<file path="src/rtl/dmem_port_arbiter_pkg.sv">
// Shared types and widths for the data-memory port arbiter.
// Latency: n/a (declarations only).
// Backpressure: n/a.
package dmem_arb_pkg;

  localparam int DMEM_ADDR_W = 14;
  localparam int DMEM_DATA_W = 256;
  localparam int DMEM_BE_W   = 32;

  typedef enum logic [1:0] {
    ARB_IDLE  = 2'd0,
    ARB_LOCK0 = 2'd1,
    ARB_LOCK1 = 2'd2
  } arb_state_t;

  // Tag that travels alongside each RAM access until its data returns.
  typedef struct packed {
    logic is_read;
    logic owner;
  } ret_tag_t;

endpackage

</file>
<file path="src/rtl/dmem_port_arbiter_if.sv">
// Bundles both requester ports and the dmem RAM port of the arbiter.
// Latency: n/a (wiring only).
// Backpressure: requesters hold req and fields until their gnt.
interface dmem_port_arbiter_if;
  import dmem_arb_pkg::*;

  logic                   r0_req,      r1_req;
  logic                   r0_we,       r1_we;
  logic                   r0_lock,     r1_lock;
  logic [DMEM_ADDR_W-1:0] r0_addr,     r1_addr;
  logic [DMEM_BE_W-1:0]   r0_byteena,  r1_byteena;
  logic [DMEM_DATA_W-1:0] r0_wdata,    r1_wdata;
  logic                   r0_gnt,      r1_gnt;
  logic                   r0_rvalid,   r1_rvalid;
  logic [DMEM_DATA_W-1:0] rdata;

  logic [DMEM_DATA_W-1:0] ram_readData;
  logic                   ram_rden;
  logic                   ram_wren;
  logic [DMEM_ADDR_W-1:0] ram_address;
  logic [DMEM_BE_W-1:0]   ram_byteena;
  logic [DMEM_DATA_W-1:0] ram_writeData;

  // Arbiter side.
  modport slave (
    input  r0_req, r0_we, r0_lock, r0_addr, r0_byteena, r0_wdata,
    input  r1_req, r1_we, r1_lock, r1_addr, r1_byteena, r1_wdata,
    input  ram_readData,
    output r0_gnt, r1_gnt, r0_rvalid, r1_rvalid, rdata,
    output ram_rden, ram_wren, ram_address, ram_byteena, ram_writeData
  );

  // Requester / memory side.
  modport master (
    output r0_req, r0_we, r0_lock, r0_addr, r0_byteena, r0_wdata,
    output r1_req, r1_we, r1_lock, r1_addr, r1_byteena, r1_wdata,
    output ram_readData,
    input  r0_gnt, r1_gnt, r0_rvalid, r1_rvalid, rdata,
    input  ram_rden, ram_wren, ram_address, ram_byteena, ram_writeData
  );

endinterface

</file>
<file path="src/rtl/dmem_port_arbiter_ret_pipe.sv">
// Delay line carrying {is_read, owner} tags to align with RAM read data.
// Latency: DEPTH cycles from tag_i to tag_o.
// Backpressure: none; advances every cycle, cleared by rst_n.
module dmem_read_return_pipe
  import dmem_arb_pkg::*;
#(
  parameter int DEPTH = 2
) (
  input  logic     clk,
  input  logic     rst_n,
  input  ret_tag_t tag_i,
  output ret_tag_t tag_o
);

  ret_tag_t pipe_q [DEPTH];

  // Shift tags one stage per cycle; reset drops everything in flight.
  always_ff @(posedge clk or negedge rst_n) begin
    if (!rst_n) begin
      for (int i = 0; i < DEPTH; i++) pipe_q[i] <= '0;
    end else begin
      pipe_q[0] <= tag_i;
      for (int i = 1; i < DEPTH; i++) pipe_q[i] <= pipe_q[i-1];
    end
  end

  assign tag_o = pipe_q[DEPTH-1];

endmodule

</file>
<file path="src/rtl/dmem_port_arbiter.sv">
// Round-robin arbiter sharing the dmem RAM port between VLSU (r0) and loader/DMA (r1).
// Latency: grant is combinational; read data returns READ_LATENCY cycles after grant.
// Backpressure: requester holds req until gnt; locked bursts capped at MAX_BURST when contended.
module dmem_port_arbiter
  import dmem_arb_pkg::*;
#(
  parameter int READ_LATENCY = 2,
  parameter int MAX_BURST    = 8
) (
  input  logic clk,
  input  logic reset,
  dmem_port_arbiter_if.slave bus
);

  localparam int CNT_W = $clog2(MAX_BURST + 1);
  localparam logic [CNT_W-1:0] MAX_CNT = CNT_W'(MAX_BURST);

  arb_state_t       state_q, state_d;
  logic             last_gnt_q, last_gnt_d;
  logic [CNT_W-1:0] burst_cnt_q, burst_cnt_d;
  logic             gnt0, gnt1;
  logic             own, own_req, oth_req, own_lock;
  ret_tag_t         tag_in, tag_out;

  // Arbitration state; last_gnt starts at 1 so r0 wins the first tie.
  always_ff @(posedge clk or negedge reset) begin
    if (!reset) begin
      state_q     <= ARB_IDLE;
      last_gnt_q  <= 1'b1;
      burst_cnt_q <= '0;
    end else begin
      state_q     <= state_d;
      last_gnt_q  <= last_gnt_d;
      burst_cnt_q <= burst_cnt_d;
    end
  end

  assign own      = (state_q == ARB_LOCK1);
  assign own_req  = own ? bus.r1_req  : bus.r0_req;
  assign oth_req  = own ? bus.r0_req  : bus.r1_req;
  assign own_lock = own ? bus.r1_lock : bus.r0_lock;

  // Grant selection and next state; no grant while reset is held.
  always_comb begin
    state_d     = state_q;
    last_gnt_d  = last_gnt_q;
    burst_cnt_d = burst_cnt_q;
    gnt0        = 1'b0;
    gnt1        = 1'b0;
    if (reset) begin
      if (state_q == ARB_IDLE) begin
        gnt0 = bus.r0_req & (~bus.r1_req | last_gnt_q);
        gnt1 = bus.r1_req & ~gnt0;
        if (gnt0) begin
          last_gnt_d = 1'b0;
          if (bus.r0_lock) begin
            state_d     = ARB_LOCK0;
            burst_cnt_d = CNT_W'(1);
          end
        end else if (gnt1) begin
          last_gnt_d = 1'b1;
          if (bus.r1_lock) begin
            state_d     = ARB_LOCK1;
            burst_cnt_d = CNT_W'(1);
          end
        end
      end else if (!own_req || (burst_cnt_q == MAX_CNT && oth_req)) begin
        // Owner went away or the cap was hit under contention: release, no grant.
        state_d     = ARB_IDLE;
        burst_cnt_d = '0;
      end else begin
        gnt0       = ~own;
        gnt1       = own;
        last_gnt_d = own;
        if (burst_cnt_q != MAX_CNT) burst_cnt_d = burst_cnt_q + CNT_W'(1);
        if (!own_lock) begin
          state_d     = ARB_IDLE;
          burst_cnt_d = '0;
        end
      end
    end
  end

  // Mux the granted requester onto the RAM port; idle port drives zeros.
  always_comb begin
    bus.ram_rden      = 1'b0;
    bus.ram_wren      = 1'b0;
    bus.ram_address   = '0;
    bus.ram_byteena   = '0;
    bus.ram_writeData = '0;
    if (gnt0) begin
      bus.ram_rden      = ~bus.r0_we;
      bus.ram_wren      = bus.r0_we;
      bus.ram_address   = bus.r0_addr;
      bus.ram_byteena   = bus.r0_byteena;
      bus.ram_writeData = bus.r0_wdata;
    end else if (gnt1) begin
      bus.ram_rden      = ~bus.r1_we;
      bus.ram_wren      = bus.r1_we;
      bus.ram_address   = bus.r1_addr;
      bus.ram_byteena   = bus.r1_byteena;
      bus.ram_writeData = bus.r1_wdata;
    end
  end

  assign tag_in.is_read = (gnt0 & ~bus.r0_we) | (gnt1 & ~bus.r1_we);
  assign tag_in.owner   = gnt1;

  dmem_read_return_pipe #(.DEPTH(READ_LATENCY)) u_ret_pipe (
    .clk   (clk),
    .rst_n (reset),
    .tag_i (tag_in),
    .tag_o (tag_out)
  );

  assign bus.r0_gnt    = gnt0;
  assign bus.r1_gnt    = gnt1;
  assign bus.r0_rvalid = tag_out.is_read & ~tag_out.owner;
  assign bus.r1_rvalid = tag_out.is_read &  tag_out.owner;
  assign bus.rdata     = bus.ram_readData;

endmodule

</file>
<file path="src/flat_wrapper.sv">
// flat-port wrapper written by rule: the top's interface ports become plain ports
module dmem_port_arbiter_flat import dmem_arb_pkg::*;
#(
  parameter int READ_LATENCY = 2,
  parameter int MAX_BURST    = 8
)
  (clk, reset, bus_r0_req, bus_r0_we, bus_r0_lock, bus_r0_addr, bus_r0_byteena, bus_r0_wdata, bus_r1_req, bus_r1_we, bus_r1_lock, bus_r1_addr, bus_r1_byteena, bus_r1_wdata, bus_ram_readData, bus_r0_gnt, bus_r1_gnt, bus_r0_rvalid, bus_r1_rvalid, bus_rdata, bus_ram_rden, bus_ram_wren, bus_ram_address, bus_ram_byteena, bus_ram_writeData);
  dmem_port_arbiter_if bus_i ();
  input  logic clk;
  input  logic reset;
  input wire logic [$bits(bus_i.r0_req)-1:0] bus_r0_req;
  input wire logic [$bits(bus_i.r0_we)-1:0] bus_r0_we;
  input wire logic [$bits(bus_i.r0_lock)-1:0] bus_r0_lock;
  input wire logic [$bits(bus_i.r0_addr)-1:0] bus_r0_addr;
  input wire logic [$bits(bus_i.r0_byteena)-1:0] bus_r0_byteena;
  input wire logic [$bits(bus_i.r0_wdata)-1:0] bus_r0_wdata;
  input wire logic [$bits(bus_i.r1_req)-1:0] bus_r1_req;
  input wire logic [$bits(bus_i.r1_we)-1:0] bus_r1_we;
  input wire logic [$bits(bus_i.r1_lock)-1:0] bus_r1_lock;
  input wire logic [$bits(bus_i.r1_addr)-1:0] bus_r1_addr;
  input wire logic [$bits(bus_i.r1_byteena)-1:0] bus_r1_byteena;
  input wire logic [$bits(bus_i.r1_wdata)-1:0] bus_r1_wdata;
  input wire logic [$bits(bus_i.ram_readData)-1:0] bus_ram_readData;
  output wire logic [$bits(bus_i.r0_gnt)-1:0] bus_r0_gnt;
  output wire logic [$bits(bus_i.r1_gnt)-1:0] bus_r1_gnt;
  output wire logic [$bits(bus_i.r0_rvalid)-1:0] bus_r0_rvalid;
  output wire logic [$bits(bus_i.r1_rvalid)-1:0] bus_r1_rvalid;
  output wire logic [$bits(bus_i.rdata)-1:0] bus_rdata;
  output wire logic [$bits(bus_i.ram_rden)-1:0] bus_ram_rden;
  output wire logic [$bits(bus_i.ram_wren)-1:0] bus_ram_wren;
  output wire logic [$bits(bus_i.ram_address)-1:0] bus_ram_address;
  output wire logic [$bits(bus_i.ram_byteena)-1:0] bus_ram_byteena;
  output wire logic [$bits(bus_i.ram_writeData)-1:0] bus_ram_writeData;
  assign bus_i.r0_req = bus_r0_req;
  assign bus_i.r0_we = bus_r0_we;
  assign bus_i.r0_lock = bus_r0_lock;
  assign bus_i.r0_addr = bus_r0_addr;
  assign bus_i.r0_byteena = bus_r0_byteena;
  assign bus_i.r0_wdata = bus_r0_wdata;
  assign bus_i.r1_req = bus_r1_req;
  assign bus_i.r1_we = bus_r1_we;
  assign bus_i.r1_lock = bus_r1_lock;
  assign bus_i.r1_addr = bus_r1_addr;
  assign bus_i.r1_byteena = bus_r1_byteena;
  assign bus_i.r1_wdata = bus_r1_wdata;
  assign bus_i.ram_readData = bus_ram_readData;
  assign bus_r0_gnt = bus_i.r0_gnt;
  assign bus_r1_gnt = bus_i.r1_gnt;
  assign bus_r0_rvalid = bus_i.r0_rvalid;
  assign bus_r1_rvalid = bus_i.r1_rvalid;
  assign bus_rdata = bus_i.rdata;
  assign bus_ram_rden = bus_i.ram_rden;
  assign bus_ram_wren = bus_i.ram_wren;
  assign bus_ram_address = bus_i.ram_address;
  assign bus_ram_byteena = bus_i.ram_byteena;
  assign bus_ram_writeData = bus_i.ram_writeData;
  dmem_port_arbiter #(.READ_LATENCY(READ_LATENCY), .MAX_BURST(MAX_BURST)) u_core (.clk(clk), .reset(reset), .bus(bus_i));
endmodule
</file>
<file path="config.mk">
export PLATFORM = sky130hd
export DESIGN_NAME = dmem_port_arbiter_flat
export DESIGN_NICKNAME = d
export VERILOG_FILES = /design/src/rtl/dmem_port_arbiter_pkg.sv /design/src/rtl/dmem_port_arbiter_if.sv /design/src/rtl/dmem_port_arbiter_ret_pipe.sv /design/src/rtl/dmem_port_arbiter.sv /design/src/flat_wrapper.sv
export SDC_FILE = /design/constraint.sdc
export NUM_CORES = 1
export LEC_CHECK = 0
export BUFFER_PORTS_ARGS = -buffer_cell sky130_fd_sc_hd__buf_2
export CAP_MARGIN = 20
export CORE_AREA = 4 4 550 552
export DETAILED_ROUTE_END_ITERATION = 7
export DIE_AREA = 0 0 554 556
export PLACE_DENSITY = 0.3
export SLEW_MARGIN = 20
export SYNTH_ARGS = -nofsm -noshare
export SYNTH_HDL_FRONTEND = slang
export SYNTH_HIERARCHICAL = 1
export SYNTH_SLANG_ARGS = --single-unit
</file>
<file path="constraint.sdc">
create_clock -name clk -period 2 [get_ports clk]
set_input_delay 0.2 -clock clk [delete_from_list [all_inputs] [get_ports clk]]
set_output_delay 0.2 -clock clk [all_outputs]
set_load 0.01 [all_outputs]
</file>
==> impl_summary.log, run 1 <==
[metrics] violated checks: negative setup slack
[metrics] Sinks on Clock Net: 11
[metrics] clock-pin transition on the worst setup and hold timing paths: 40 ps
[metrics] crit path max-delay cell type: sky130_fd_sc_hd__dfrtp_1
[metrics] final setup violation count: 306
[metrics] cell with the most instances after synthesis: sky130_fd_sc_hd__a22o_1
[metrics] reg2reg setup slack: -310 ps
[metrics] origin of the critical flop-to-flop path: u_core/burst_cnt_q[1]
[metrics] startpoint of the tightest hold check path: bus_r1_lock
[metrics] largest cells by area after synthesis: sky130_fd_sc_hd__a22o_1 48%, sky130_fd_sc_hd__buf_4 35%, sky130_fd_sc_hd__buf_2 4.8%, sky130_fd_sc_hd__dfrtp_1 4.5%, sky130_fd_sc_hd__clkbuf_1 1.1%
[metrics] largest net degree at the start of global routing: 30
[metrics] average wire length per cell after detail routing: 43.2 um
[metrics] number of top-level pins: 1432
[metrics] startpoint type of the worst setup path: register
[metrics] endpoint type of the worst setup path: primary output
[metrics] sequential cell area fraction in the yosys report: 4.95%
[metrics] DRT iter0 DRCs: 554
[metrics] worst r2r path cells: 11
[metrics] Critical Path Most Common Cell: sky130_fd_sc_hd__buf_16
[metrics] Synthesis Warnings: 6
[metrics] Final Max Slew Viols: 0
[metrics] Std-Cell Core Area: 297000 sq um
[metrics] total global routing overflow: 0
[metrics] Max-Cap Viols: 0
[metrics] crit path cell chain: inv_2, ha_4, and3b_1, nand3_1, o21ai_2, a211oi_4, buf_6, buf_16, buf_4, buf_16, buf_12, buf_16, a22o_1, buf_2
[metrics] Primary FF master, synth: sky130_fd_sc_hd__dfrtp_1
[metrics] unrepaired setup endpoints after global routing: yes
[metrics] stages on the worst setup path: 14
[metrics] number of instances on the worst hold path: 5
[metrics] most numerous cell types in the synthesized netlist: 305 x sky130_fd_sc_hd__a22o_1, 258 x sky130_fd_sc_hd__buf_4, 53 x sky130_fd_sc_hd__buf_2
[metrics] maximum net fanout on the critical path: 9
[metrics] result of the run: finished with violations
[metrics] worst hold margin: 337 ps
[metrics] highest ir drop seen on vdd: 0.000220 V
[metrics] growth of design area from synthesis to finish: 197%
[metrics] Sum Neg Setup Slack: -174410 ps
[metrics] critical path buffer and inverter count: 8
[metrics] async set-reset flop share out of synthesis: 100%
[metrics] routed wire length: 234000 um
[metrics] Synth Instances: 704
[metrics] Nets: 2299
[metrics] count of nets left with antenna violations after detail routing: 0
[metrics] final number of hold-violating endpoints: 0
[metrics] Clk network pwr share: 4.2%
[metrics] GRT Overall Usage: 14.5%
[metrics] initial cell density of the core: 1.88%
[metrics] net count after synthesis: 1574
[metrics] Critical Path Max Stage Delay: 380 ps
[metrics] overall die area: 308000 sq um
[metrics] half-perimeter wire length of the detailed placement result: 225000 um
[metrics] number of storage elements in the synthesis netlist: 11
[metrics] CTS tree: built
[metrics] switch share: 49.0%
[metrics] Pre-antenna DRT Iters: 5
[metrics] mapped cell area: 5580 sq um
[metrics] clock latency at the later pin of the worst-skew pair: 240 ps
[metrics] share of final-layout standard cells stronger than drive strength 1: 77.9%
[metrics] Pint: 4.47 mW
[metrics] slew at the pin with the worst max-slew slack: 339 ps
[metrics] top cell type's share of synthesized area: 47.9%
[metrics] H-tree depth: 1
[metrics] final worst-path cycle share: 136%
[metrics] initial antenna violation count: 347
[metrics] # rows: 200
[metrics] combinational share of power: 91.7%
[metrics] leakage dissipation: 6.85 nW
[metrics] library cell occupying the most area in the post-synthesis netlist: sky130_fd_sc_hd__a22o_1
[metrics] post-layout worst setup margin: -718 ps
[metrics] Largest delay share family, worst path: buffers and inverters
[metrics] library cells used by synthesis: 32
[metrics] path type of the worst setup path: register to primary output
[metrics] worst-case headroom to the max-slew limit: 77.4%
[metrics] clock tree buffer depth: 2
[metrics] Vert. Die Dim: 556 um
[metrics] switching power: 4.30 mW
[metrics] number of enable-type register cells in the synthesized netlist: 0
[metrics] number of buffers created by CTS: 3
[metrics] IO buf count: 919
[metrics] power per cell area: 528 nW/um^2
[metrics] share of power burned in registers: 4.1%
[metrics] Critical R2R Capture: u_core/u_ret_pipe/pipe_q[3]
[metrics] Worst Skew: 1.82 ps
[metrics] capture endpoint of the worst hold path: u_core/state_q[1]
[metrics] library cell used as clock root buffer: sky130_fd_sc_hd__clkbuf_16
[metrics] via count of the first global-routing pass: 10200
[metrics] Routability Congestion: 0.879
[metrics] final critical delay including setup and external delays: 2720 ps
[metrics] vias per cell: 2.05
[metrics] floorplan die width: 554 um
[metrics] first-pass GRT wire length: 257000 um
[metrics] required time of the worst setup path: 1800 ps
[metrics] post-synthesis area per instance: 7.93 sq um
[metrics] total via count in the routed design: 11100
[metrics] worst path arrival time: 2520 ps
[metrics] maximum frequency from static timing analysis: 368 MHz
[metrics] placed inst area: 14500 sq um
[metrics] detailed-route DRC error count: 0
[metrics] post-layout instance area: 16600 sq um
[metrics] Hold Path Class: primary input to register
cells by family (layout without fill, tap and decap cells):
group,Yosys count,count (layout),share of synthesized area (%)
other,0,41,0
DFF,11,11,4.95
buffers and inverters,332,1056,40.9
AOI/OAI and AO/OA,330,330,50.8
adders and majority gates,2,2,0.448
and+or+nand+nor,29,29,2.94
worst register-to-register path, stage by stage (launching register included):
cell and delay (ps):
sky130_fd_sc_hd__dfrtp_1 350, sky130_fd_sc_hd__inv_2 60, sky130_fd_sc_hd__ha_4 150, sky130_fd_sc_hd__and3b_1 180, sky130_fd_sc_hd__nand3_1 80, sky130_fd_sc_hd__o21ai_2 80
sky130_fd_sc_hd__a211oi_4 210, sky130_fd_sc_hd__buf_6 150, sky130_fd_sc_hd__buf_4 130, sky130_fd_sc_hd__buf_16 200, sky130_fd_sc_hd__buf_16 220, sky130_fd_sc_hd__a22o_1 360
flip-flops by register name, indices dropped and copies added (netlist names):
| register | flops |
|---|---|
| u_core/u_ret_pipe/tag_o | 2 |
| u_core/state_q | 2 |
| u_core/u_ret_pipe/pipe_q | 2 |
| u_core/burst_cnt_q | 4 |
| u_core/last_gnt_q | 1 |
worst max path at each step:
stage	to	from	slack (ps)
after detailed placement	bus_ram_writeData[150]	u_core/burst_cnt_q[0]	-780
after global placement	bus_ram_writeData[150]	u_core/burst_cnt_q[0]	-800
after global routing	bus_ram_writeData[31]	u_core/burst_cnt_q[0]	-800
after CTS	bus_ram_writeData[30]	u_core/burst_cnt_q[0]	-760
final	bus_ram_writeData[178]	u_core/burst_cnt_q[0]	-720
after floorplan	bus_ram_writeData[205]	u_core/burst_cnt_q[0]	-90
layer usage:
layer	vias to the layer above	global-route usage, %	wire length [um]
met4	58	2.96	8840
met5	-	0	408
met1	4668	13.1	70500
li1	3971	-	-
met3	652	13.1	48200
met2	1718	24.2	106000
power by group through the flow:
stage               Clock [mW]  Combinational, mW  Sequential (mW)
floorplan                    0               2.81            0.328
global placement             0               6.90            0.358
detailed placement           0               6.92            0.356
CTS                      0.378               8.18            0.359
global route             0.391               8.62            0.368
finish                   0.370               8.04            0.361
cell usage in the layout (no fill, tap or decap), types with 2 or more instances in the layout:
| cell | count |
|---|---|
| sky130_fd_sc_hd__a21oi_1 | 6 |
| sky130_fd_sc_hd__a22o_1 | 251 |
| sky130_fd_sc_hd__a22o_4 | 54 |
| sky130_fd_sc_hd__buf_12 | 87 |
| sky130_fd_sc_hd__buf_16 | 16 |
| sky130_fd_sc_hd__buf_2 | 798 |
| sky130_fd_sc_hd__buf_4 | 54 |
| sky130_fd_sc_hd__buf_6 | 82 |
| sky130_fd_sc_hd__buf_8 | 7 |
| sky130_fd_sc_hd__clkbuf_16 | 5 |
| sky130_fd_sc_hd__dfrtp_1 | 9 |
| sky130_fd_sc_hd__diode_2 | 41 |
| sky130_fd_sc_hd__inv_1 | 3 |
| sky130_fd_sc_hd__inv_2 | 2 |
| sky130_fd_sc_hd__nand2_1 | 8 |
| sky130_fd_sc_hd__nand3_1 | 5 |
| sky130_fd_sc_hd__nand3b_1 | 3 |
| sky130_fd_sc_hd__nor2_1 | 2 |
| sky130_fd_sc_hd__nor2b_1 | 3 |
| sky130_fd_sc_hd__o21ai_0 | 7 |
layout make-up:
type | instances | area [sq um]
fill | 35400 | 280000
timing repair buffer | 1047 | 7670
tap | 3939 | 4930
multi-input combinational | 361 | 3520
sequential | 11 | 278
antenna | 41 | 103
clock buffer | 4 | 78.8
inverter | 5 | 18.8
metrics by stage:
step | power (mW) | setup WS [ps] | instances | util, %
after floorplan | 3.14 | -85.2 | 704 | -
after global placement | 7.26 | -795 | 5312 | 4.89
after detailed placement | 7.27 | -778 | 5312 | 4.89
after CTS | 8.91 | -758 | 5362 | 5.50
after global routing | 9.38 | -795 | 5387 | 5.58
final | 8.77 | -718 | 5408 | 5.59
what timing repair did:
action                     CTS  global route
hold endpoints to repair    10             0
gates resized for setup    216            44
hold buffers                 1             0
gates cloned                10             2
buffers inserted            37            10
setup endpoints to repair  307           307
pin swaps                   13            16
No activity file was read; power rests on OpenSTA's default activity.
==> run 2: changes to the inputs <==
--- a/config.mk
+++ b/config.mk
@@ -11,6 +11,7 @@
 export DETAILED_ROUTE_END_ITERATION = 7
 export DIE_AREA = 0 0 554 556
 export PLACE_DENSITY = 0.3
+export SKIP_CTS_REPAIR_TIMING = 1
 export SLEW_MARGIN = 20
 export SYNTH_ARGS = -nofsm -noshare
 export SYNTH_HDL_FRONTEND = slang
==> run 2 against run 1 <==
Net effect:
- non-clock buffer count is 26 lower
- sequential cell count stayed put
- clock skew is 0.58 ps higher
- count of clock-buffer cells in the layout stayed put
- register-to-register slack worse by 60 ps
- critical endpoint is now bus_ram_writeData[113]
- routed wire length is 0.25% lower
- final cell count is 0.76% lower
- the flow still finishes with violations (negative setup slack)
==> impl_summary.log, run 2 (synthesis gave the netlist of run 1 again) <==
[metrics] CTS tree: built
[metrics] DRT iter0 DRCs: 585 (+5.6%)
[metrics] routed wire length: 233000 um (-0.25%)
[metrics] Sinks on Clock Net: 11 (unchanged)
[metrics] Vert. Die Dim: 556 um (unchanged)
[metrics] largest net degree at the start of global routing: 30 (unchanged)
[metrics] Largest delay share family, worst path: buffers and inverters
[metrics] total global routing overflow: 0 (unchanged)
[metrics] path type of the worst setup path: register to primary output
[metrics] Pre-antenna DRT Iters: 5 (unchanged)
[metrics] Critical Path Max Stage Delay: 380 ps (about the same)
[metrics] commonest cells after routing, fill and taps aside: 810 x sky130_fd_sc_hd__buf_2, 259 x sky130_fd_sc_hd__a22o_1, 78 x sky130_fd_sc_hd__buf_12
[metrics] initial cell density of the core: 1.88% (unchanged)
[metrics] number of buffers created by CTS: 3 (unchanged)
[metrics] clock latency at the later pin of the worst-skew pair: 240 ps (about the same)
[metrics] switch share: 50.7% (+1.7 points)
[metrics] via count of the first global-routing pass: 9852 (-3.8%)
[metrics] overall die area: 308000 sq um (unchanged)
[metrics] stages on the worst setup path: 12 (-2)
[metrics] worst path arrival time: 2470 ps (-50 ps)
[metrics] violated checks: negative setup slack
[metrics] power per cell area: 521 nW/um^2 (-1.4%)
[metrics] final setup violation count: 306 (unchanged)
[metrics] share of power burned in registers: 4.3% (+0.2 points)
[metrics] Clk network pwr share: 4.4% (+0.2 points)
[metrics] average wire length per cell after detail routing: 43.5 um (+0.51%)
[metrics] highest ir drop seen on vdd: 0.000216 V (-2.0%)
[metrics] Met1 Wirelength: 69400 um (-1.5%)
[metrics] combinational share of power: 91.2% (-0.5 points)
[metrics] worst hold margin: 342 ps (+4.97 ps)
[metrics] # rows: 200 (unchanged)
[metrics] floorplan die width: 554 um (unchanged)
[metrics] final cell count without fillers: 5367 (-0.76%)
[metrics] total design power: 8.27 mW (-5.7%)
[metrics] wire length on met2: 106000 um (-0.25%)
[metrics] crit path cell chain: inv_2, ha_4, and3b_1, nand3_1, o21ai_2, a211oi_4, buf_4, buf_6, buf_12, buf_8, a22o_1, buf_6
[metrics] reg2reg setup slack: -370 ps (-60 ps)
[metrics] Std-Cell Core Area: 297000 sq um (unchanged)
[metrics] startpoint type of the worst setup path: register
[metrics] unrepaired setup endpoints after global routing: yes
[metrics] vias per cell: 2.05 (+0.11%)
[metrics] total via count in the routed design: 11000 (-0.65%)
[metrics] routed wl met3: 48800 um (+1.3%)
[metrics] GRT Overall Usage: 14.3% (-0.22 points)
[metrics] Final Core Density: 5.35% (-0.24 points)
[metrics] Max-Cap Viols: 0 (unchanged)
[metrics] required time of the worst setup path: 1800 ps (about the same)
[metrics] first-pass GRT wire length: 252000 um (-1.8%)
[metrics] slew at the pin with the worst max-slew slack: 349 ps (+9.09 ps)
[metrics] worst-case headroom to the max-slew limit: 76.8% (-0.61 points)
[metrics] count of nets left with antenna violations after detail routing: 0 (unchanged)
[metrics] leakage dissipation: 6.57 nW (-4.2%)
[metrics] clock tree buffer depth: 2 (unchanged)
[metrics] endpoint type of the worst setup path: primary output
[metrics] number of instances on the worst hold path: 5 (unchanged)
[metrics] result of the run: finished with violations
[metrics] Sum Neg Setup Slack: -181020 ps (-6610 ps)
[metrics] number of flip-flops under the largest register name: 4 (unchanged)
[metrics] final number of hold-violating endpoints: 0 (unchanged)
[metrics] final critical delay including setup and external delays: 2670 ps (-45.4 ps)
[metrics] Final Max Slew Viols: 0 (unchanged)
[metrics] leading cell type in the layout, fill and taps excluded: sky130_fd_sc_hd__buf_2
[metrics] half-perimeter wire length of the detailed placement result: 225000 um (unchanged)
[metrics] library cell used as clock root buffer: sky130_fd_sc_hd__clkbuf_16
[metrics] growth of design area from synthesis to finish: 185%
[metrics] post-layout worst setup margin: -673 ps (+45.4 ps)
[metrics] maximum frequency from static timing analysis: 374 MHz (+1.7%)
[metrics] Pint: 4.08 mW (-8.8%)
[metrics] switching power: 4.19 mW (-2.5%)
[metrics] maximum net fanout on the critical path: 8 (-1)
[metrics] final worst-path cycle share: 134% (-2.3 points)
[metrics] Hold Path Class: primary input to register
[metrics] most flop-heavy register: u_core/burst_cnt_q
[metrics] crit path max-delay cell type: sky130_fd_sc_hd__dfrtp_1
[metrics] number of placed instances with taps included: 5312 (unchanged)
[metrics] share of final-layout standard cells stronger than drive strength 1: 76.8% (-1.1 points)
[metrics] highest metal layer with signal wires: met5
[metrics] initial antenna violation count: 347 (unchanged)
[metrics] critical path buffer and inverter count: 6 (-2)
[metrics] IO buf count: 919 (unchanged)
[metrics] Nets: 2273 (-1.1%)
[metrics] worst r2r path cells: 10 (-1)
[metrics] Worst Skew: 2.40 ps (+0.577 ps)
[metrics] clock-pin transition on the worst setup and hold timing paths: 40 ps (about the same)
[metrics] detailed-route DRC error count: 0 (unchanged)
[metrics] Routability Congestion: 0.879 (unchanged)
[metrics] number of top-level pins: 1432 (unchanged)
[metrics] Critical Path Most Common Cell: sky130_fd_sc_hd__buf_6
[metrics] H-tree depth: 1 (unchanged)
[run 2: cell types whose count changed in the layout (fill, tap and decap cells not counted), sizes merged]
| cell | previous run | this run |
|---|---|---|
| buf | 1044 | 1007 |
| clkbuf | 6 | 17 |
| diode | 41 | 26 |
[run 2: final cells by class]
| type | count | area [sq um] |
|---|---|---|
| clock buffer | 4 | 78.8 |
| antenna | 26 | 65.1 |
| fill | 35400 | 281000 |
| sequential | 11 | 277 |
| timing repair buffer | 1021 | 7060 |
| multi-input combinational | 361 | 3450 |
| inverter | 5 | 18.8 |
| tap | 3939 | 4930 |
[run 2: layer usage]
layer	vias to the layer above	track usage, %
met5	-	0
met4	76	2.93
met3	680	13.2
met2	1773	23.6
met1	4583	12.8
li1	3883	-
[run 2: worst paths after layout]
kind | startpoint | endpoint
setup / recovery | u_core/burst_cnt_q[0] | bus_ram_writeData[113]
max in group asynchronous | reset | u_core/last_gnt_q
hold reg to reg | u_core/u_ret_pipe/pipe_q[3] | u_core/u_ret_pipe/tag_o[1]
hold / removal | bus_r1_lock | u_core/state_q[1]
setup reg to reg | u_core/burst_cnt_q[0] | u_core/u_ret_pipe/pipe_q[3]
min in group asynchronous | reset | u_core/state_q[0]
[run 2: worst reg2reg max path, cell delays in order, from the launching register on]
cell                        delay (ps)
sky130_fd_sc_hd__dfrtp_1           380
sky130_fd_sc_hd__inv_2              70
sky130_fd_sc_hd__ha_4              160
sky130_fd_sc_hd__and3b_1           170
sky130_fd_sc_hd__nand3_1            80
sky130_fd_sc_hd__o21ai_2            80
sky130_fd_sc_hd__a211oi_4          340
sky130_fd_sc_hd__buf_6             180
sky130_fd_sc_hd__buf_16            200
sky130_fd_sc_hd__clkbuf_16         250
sky130_fd_sc_hd__a22o_1            340
[run 2: power groups by stage]
stage	Sequential [mW]	Clock, mW	Combinational, mW
6_report	0.360	0.367	7.54
5_1_grt	0.368	0.391	8.10
4_1_cts	0.355	0.378	6.94
3_5_place_dp	0.356	0	6.92
3_3_place_gp	0.358	0	6.90
2_1_floorplan	0.328	0	2.81
[run 2: stage by stage]
| step | worst slack, ps | instance area [sq um] |
|---|---|---|
| 4_1_cts | -1050 | 14600 |
| 3_3_place_gp | -795 | 14500 |
| 2_1_floorplan | -85.2 | 5590 |
| 6_report | -673 | 15900 |
| 3_5_place_dp | -778 | 14500 |
| 5_1_grt | -782 | 15800 |
